`src/rtl/fifo_pkg.sv`:
```
// Shared constants for the synchronous FIFO control core: mode selectors,
// default geometry and threshold levels.
package fifo_pkg;

    localparam bit FWFT_ON  = 1'b1;
    localparam bit FWFT_OFF = 1'b0;

    localparam int K_DEF      = 4;
    localparam int AF_LVL_DEF = 12;
    localparam int AE_LVL_DEF = 2;

    function automatic int depth_of(input int k);
        return 1 << k;
    endfunction

endpackage

```
`src/rtl/fifo_ptr.sv`:
```
// Enable-driven binary pointer that wraps modulo 2^K; used for both the
// write and the read address of the FIFO RAM.
module fifo_ptr #(
    parameter int K = 4
) (
    input  logic         clk,
    input  logic         rst_n,
    input  logic         en,
    output logic [K-1:0] ptr
);

    always_ff @(posedge clk or negedge rst_n) begin
        if (!rst_n) begin
            ptr <= '0;
        end else if (en) begin
            // NOTE: clocked state uses <= so every register samples pre-edge values.
            ptr <= ptr + K'(1);
        end
    end

endmodule

```
`src/rtl/fifo_ctrl.sv`:
```
// FIFO control core: pointers, RAM enables, occupancy count, status and
// sticky error flags around a 1-cycle-latency dual-port RAM.
module fifo_ctrl
    import fifo_pkg::*;
#(
    parameter bit fwft   = FWFT_ON,
    parameter int K      = K_DEF,
    parameter int AF_LVL = AF_LVL_DEF,
    parameter int AE_LVL = AE_LVL_DEF
) (
    input  logic         clk,
    input  logic         rst_n,
    input  logic         wr_req,
    input  logic         rd_req,
    input  logic         clr_err,
    output logic         ram_we,
    output logic [K-1:0] ram_waddr,
    output logic         ram_re,
    output logic [K-1:0] ram_raddr,
    output logic         dout_valid,
    output logic         full,
    output logic         empty,
    output logic         almost_full,
    output logic         almost_empty,
    output logic [K:0]   count,
    output logic         overflow,
    output logic         underflow
);

    localparam int         DEPTH   = depth_of(K);
    localparam logic [K:0] DEPTH_V = (K+1)'(DEPTH);
    localparam logic [K:0] AF_V    = (K+1)'(AF_LVL);
    localparam logic [K:0] AE_V    = (K+1)'(AE_LVL);

    logic       push_ok;
    logic       pop_ok;
    logic [K:0] mem_cnt;
    logic [K:0] count_next;
    logic       dout_valid_next;

    // Flags depend only on registered count/dout_valid, never on the requests.
    assign full         = (count == DEPTH_V);
    assign empty        = fwft ? ~dout_valid : (count == '0);
    assign almost_full  = (count >= AF_V);
    assign almost_empty = (count <= AE_V);

    assign ram_we = push_ok;

    always_comb begin
        // NOTE: every signal written here is assigned before any branch, so no latch is inferred.
        push_ok    = wr_req & ~full;
        pop_ok     = rd_req & ~empty;
        mem_cnt    = count - (K+1)'(fwft & dout_valid);
        count_next = count;

        // In FWFT mode the RAM read register is the output stage: refill it
        // whenever it is empty or being drained and RAM still holds words.
        ram_re          = fwft ? ((mem_cnt != '0) & (~dout_valid | pop_ok)) : pop_ok;
        dout_valid_next = fwft ? (ram_re | (dout_valid & ~pop_ok)) : ram_re;

        unique case ({push_ok, pop_ok})
            2'b10:   count_next = count + (K+1)'(1);
            2'b01:   count_next = count - (K+1)'(1);
            default: count_next = count;
        endcase
    end

    always_ff @(posedge clk or negedge rst_n) begin
        if (!rst_n) begin
            count      <= '0;
            dout_valid <= 1'b0;
            overflow   <= 1'b0;
            underflow  <= 1'b0;
        end else begin
            count      <= count_next;
            dout_valid <= dout_valid_next;
            // A new error event in the clearing cycle keeps the flag set.
            overflow   <= (wr_req & full)  | (overflow  & ~clr_err);
            underflow  <= (rd_req & empty) | (underflow & ~clr_err);
        end
    end

    fifo_ptr #(.K(K)) u_wptr (
        .clk   (clk),
        .rst_n (rst_n),
        .en    (push_ok),
        .ptr   (ram_waddr)
    );

    fifo_ptr #(.K(K)) u_rptr (
        .clk   (clk),
        .rst_n (rst_n),
        .en    (ram_re),
        .ptr   (ram_raddr)
    );

endmodule

```
`config.mk`:
```
export PLATFORM = sky130hd
export DESIGN_NAME = fifo_ctrl
export DESIGN_NICKNAME = d
export VERILOG_FILES = /design/src/rtl/fifo_pkg.sv /design/src/rtl/fifo_ptr.sv /design/src/rtl/fifo_ctrl.sv
export SDC_FILE = /design/constraint.sdc
export NUM_CORES = 1
export LEC_CHECK = 0
export BUFFER_PORTS_ARGS = -buffer_cell sky130_fd_sc_hd__buf_2
export CAP_MARGIN = 20
export CORE_AREA = 10 10 62 54
export DETAILED_ROUTE_END_ITERATION = 7
export DIE_AREA = 0 0 72 64
export PLACE_DENSITY = 0.72
export SKIP_LAST_GASP = 1
export SLEW_MARGIN = 20
export SYNTH_ARGS = -nofsm -noshare
export SYNTH_HDL_FRONTEND = slang
export SYNTH_HIERARCHICAL = 1
export SYNTH_SLANG_ARGS = --single-unit
export TNS_END_PERCENT = 20
```
`constraint.sdc`:
```
create_clock -name clk -period 2.08 [get_ports clk]
set_clock_uncertainty 0.1 [all_clocks]
set_input_delay 0.104 -clock clk [delete_from_list [all_inputs] [get_ports clk]]
set_output_delay 0.104 -clock clk [all_outputs]
set_load 0.01 [all_outputs]
```
==> results.md <==
- The flow ran to the end, but the final reports show violations.
- The checks that failed: negative setup slack.
- The sum of routed wire length over all layers is between 2000 and 2500 um.
- The net count after synthesis is 91.
- The maximum clock insertion buffer count is 2.
- The netlist area before placement is approximately 890 sq um.
- Once detail routing completed, the nets flagged for antenna violations numbered 0.
- For this configuration, the core starts out at a cell density of 42.6%.
- The total setup violations reported at the end of the flow is 3.
- The power density of the placed cells is 1480 nW/um^2.
- In the detailed route, the total length drawn on met3 is 126 um.
- After detailed routing, the number of vias per cell comes to ~5.0.
- The clock latency at the later pin of the worst-skew pair is ~0.28 ns.
- Averaged over all synthesized cells, the footprint is between 10 and 15 sq um.
- The largest vdd supply drop is between 700 and 800 uV.
- The CTS buffer count is 3.
- The share of the synthesized area in the top cell type is 44.8%.
- The routed layout has between 700 and 800 vias.
- The placeable core area is between 2000 and 2500 sq um.
- The number of clock sinks is 16.
- The area enclosed by the die boundary is 4610 sq um.
- Synthesis produced a netlist whose cell count is 79.
- In the post-synthesis netlist, the biggest area contributors are sky130_fd_sc_hd__dfrtp_1 45%, sky130_fd_sc_hd__ha_1 9.8%, sky130_fd_sc_hd__xor2_1 7.8%.
- The top cell type by total area after synthesis is sky130_fd_sc_hd__dfrtp_1.
- The post-detailed-route DRC marker count is 0.
- Summed over all cells, the static leakage comes to between 0.6 and 0.7 nW.
- After legalization and detailed placement, the total HPWL measured roughly 1700 um.
- In the final layout, the share of cells above drive strength 1 is a little over two fifths.
- Clock tree synthesis selected as its root buffer the cell sky130_fd_sc_hd__clkbuf_4.
- The CTS tree is done.
- The worst min-delay path class is primary input to async pin.
- The pin count of the biggest net entering global routing is 17.
- STA classifies the critical path endpoint as a register.
- The register bit count reported by yosys is 16.
- The sequential-to-total area share from yosys stat is roughly 45%.
- Across all setup checks in the final design, the least slack found is -0.130 ns.
- The total number of nets in the final design is roughly 130.
- The number of placement rows is 15.
- The number of global-route vias before repair is between 700 and 800.
- The type of origin of the critical path is a register.
- The depth of the CTS H-tree is 1.
- The endpoint required time on the critical path is 2.16 ns.
- The fraction of the cycle the final worst path needs is 106%.
- The total cell area at the placement stage is about 1100 sq um.
- The weighted congestion reported at the end of routability-driven placement is between 0.7 and 0.8.
- The total iterations of the first detailed-routing run is 3.
- The detailed router put a total of between 900 and 1000 um of wire on met1.
- The amount of wire on met2 after detailed routing is ~1100 um.
- The overall overflow remaining after global route is 0.
- Based on the critical path, the design can be clocked at up to 452 MHz.
- The number of DRC violations after detailed-routing iteration 0 is 13.
- At the pin with the least slew margin, the transition time is ~0.39 ns.
- The async set-or-reset flop fraction in the synthesized netlist is between 90% and 100%.
- In the post-synthesis netlist, the cell with the most instances is sky130_fd_sc_hd__dfrtp_1.
- The number of antenna violations at the first check in global routing is 0.
- The die height is ~64 um.
- 0 antenna diodes ended up in the layout.
- The floorplan step set the die width to roughly 72 um.
- Of all nets on the critical path, the largest fanout is 4.
- The category of the most critical setup path is register to register.
- The finished cells cover around 1200 sq um.
- Headroom to the max-slew limit came out at 73.1%.
- Ranked by instance count, the synthesized netlist is headed by 16 x sky130_fd_sc_hd__dfrtp_1, 8 x sky130_fd_sc_hd__xor2_1, 7 x sky130_fd_sc_hd__ha_1.
- The minimum clock period after layout is about 2.2 ns.
- The total design power is ~1.8 mW.
- Buffers placed on the I/O ports in this run total 26.
- The max-cap check violation count is 0.
- The number of top-level pins is 27.
- Clock-pin slew was measured on the worst setup and hold paths at 0.09 ns.
- The number of enable-type register cells in the synthesized netlist is 0.
- Setup repair after global routing could not meet its margin everywhere.
- For the worst setup path, the data arrival time is around 2.3 ns.
- The most used flip-flop cell after synthesis is sky130_fd_sc_hd__dfrtp_1.
- The count of final hold-check violations was 0.
- The max-slew violation total from the final report was 0.
- In this run the top signal layer used is met4.
- The worst slack at placement is -0.135 ns.
- The detailed-route wire length per cell is about 15 um.
- The global-route usage over all layers is under 10%.
- The first global-routing pass estimated ~3700 um of wire.
- The count of yosys warnings during synthesis is 6.
- The netlist uses 27 different library cells.
- The signed area change from the synthesized netlist to the final layout is 35.7%.
## routing by layer
layer  vias up  track usage (%)
met5         -                0
met4         0             3.38
met3         4             4.63
met2        19             16.1
met1       343             10.6
li1        357                -
## final timing paths
| check | startpoint | endpoint | slack (ns) | depth (start not counted) |
|---|---|---|---|---|
| worst max-delay path | count[0] | count[4] | -0.13 | 10 |
| worst min-delay path | rst_n | underflow | 0.16 | 2 |
| worst max register to register | count[0] | count[4] | -0.13 | 10 |
| worst min register to register | u_wptr/ptr[3] | u_wptr/ptr[3] | 0.38 | 1 |
| max in group asynchronous | rst_n | count[0] | 1.46 | 2 |
| min in group clk | wr_req | u_wptr/ptr[0] | 0.24 | 5 |
## power by group
part           internal (mW)  leakage [nW]  total (mW)  switching, mW
Combinational          0.498         0.398        1.02          0.523
Sequential             0.458         0.190       0.576          0.118
Clock                  0.107        0.0210       0.201         0.0949
Total                   1.06         0.608        1.80          0.736
## layout make-up
| type | instances | area, sq um |
|---|---|---|
| Multi-Input combinational cell | 54 | 478 |
| Tap cell | 25 | 31.3 |
| Sequential cell | 16 | 400 |
| Fill cell | 181 | 888 |
| Clock buffer | 4 | 36.3 |
| Timing Repair Buffer | 40 | 245 |
| Inverter | 6 | 22.5 |
## repair_timing
action                                  in CTS  in global routing
setup buffers                                1                  0
pin swaps                                    1                  3
resized for setup                            0                  3
hold endpoints to repair                    19                  0
endpoints found under the setup margin       4                  5
hold buffers                                 4                  0
## cells by family (layout without fill, tap and decap cells)
group / after synthesis / in the layout / share of synthesized area [%]
AND/OR/NAND/NOR: 17 / 17 / 11.7
flip-flops: 16 / 16 / 44.8
AO/OA/AOI/OAI: 14 / 14 / 10.9
XOR/XNOR: 13 / 13 / 12.7
buffers and inverters: 9 / 50 / 6.29
adder cells (fa/ha/maj): 7 / 7 / 9.79
multiplexers: 3 / 3 / 3.78
## worst max-delay path, cell delays in order, from the launching register on
cell	delay (ns)
sky130_fd_sc_hd__dfrtp_1	0.40
sky130_fd_sc_hd__nor4_2	0.26
sky130_fd_sc_hd__and2_1	0.18
sky130_fd_sc_hd__nand2b_4	0.15
sky130_fd_sc_hd__ha_4	0.16
sky130_fd_sc_hd__xor2_2	0.06
sky130_fd_sc_hd__ha_2	0.20
sky130_fd_sc_hd__o211a_1	0.21
sky130_fd_sc_hd__o21bai_1	0.15
sky130_fd_sc_hd__a21oi_2	0.07
sky130_fd_sc_hd__xor2_1	0.16
## metrics by stage
| stage | TNS (ns) | std cells | util, % | hold WS (ns) |
|---|---|---|---|---|
| floorplan | -0.883 | 79 | - | -0.292 |
| global placement | 0 | 136 | 52.9 | -0.0695 |
| detailed placement | -0.281 | 136 | 52.9 | -0.0656 |
| CTS | -0.327 | 145 | 56.9 | 0.147 |
| global route | -0.986 | 145 | 57.7 | 0.191 |
| finish | -0.259 | 145 | 57.7 | 0.163 |
## flip-flops by register name, summed over array words and instances, names as in the netlist
name,count
dout_valid,1
count,5
u_wptr/ptr,4
overflow,1
underflow,1
u_rptr/ptr,4
## placed cells by master (no fill, tap or decap), types with 2 or more instances in the layout
cell type and instances:
sky130_fd_sc_hd__xor2_1 7, sky130_fd_sc_hd__dfrtp_1 16, sky130_fd_sc_hd__clkbuf_4 3, sky130_fd_sc_hd__dlygate4sd3_1 4
sky130_fd_sc_hd__o21ai_1 3, sky130_fd_sc_hd__ha_1 5, sky130_fd_sc_hd__xnor2_1 5, sky130_fd_sc_hd__a21o_1 2
sky130_fd_sc_hd__buf_4 10, sky130_fd_sc_hd__mux2_2 3, sky130_fd_sc_hd__nand2_1 4, sky130_fd_sc_hd__buf_2 26
sky130_fd_sc_hd__a21oi_1 2, sky130_fd_sc_hd__nand4_1 2, sky130_fd_sc_hd__inv_1 5, sky130_fd_sc_hd__nor2_1 2
(Power assumes the default switching activity.)
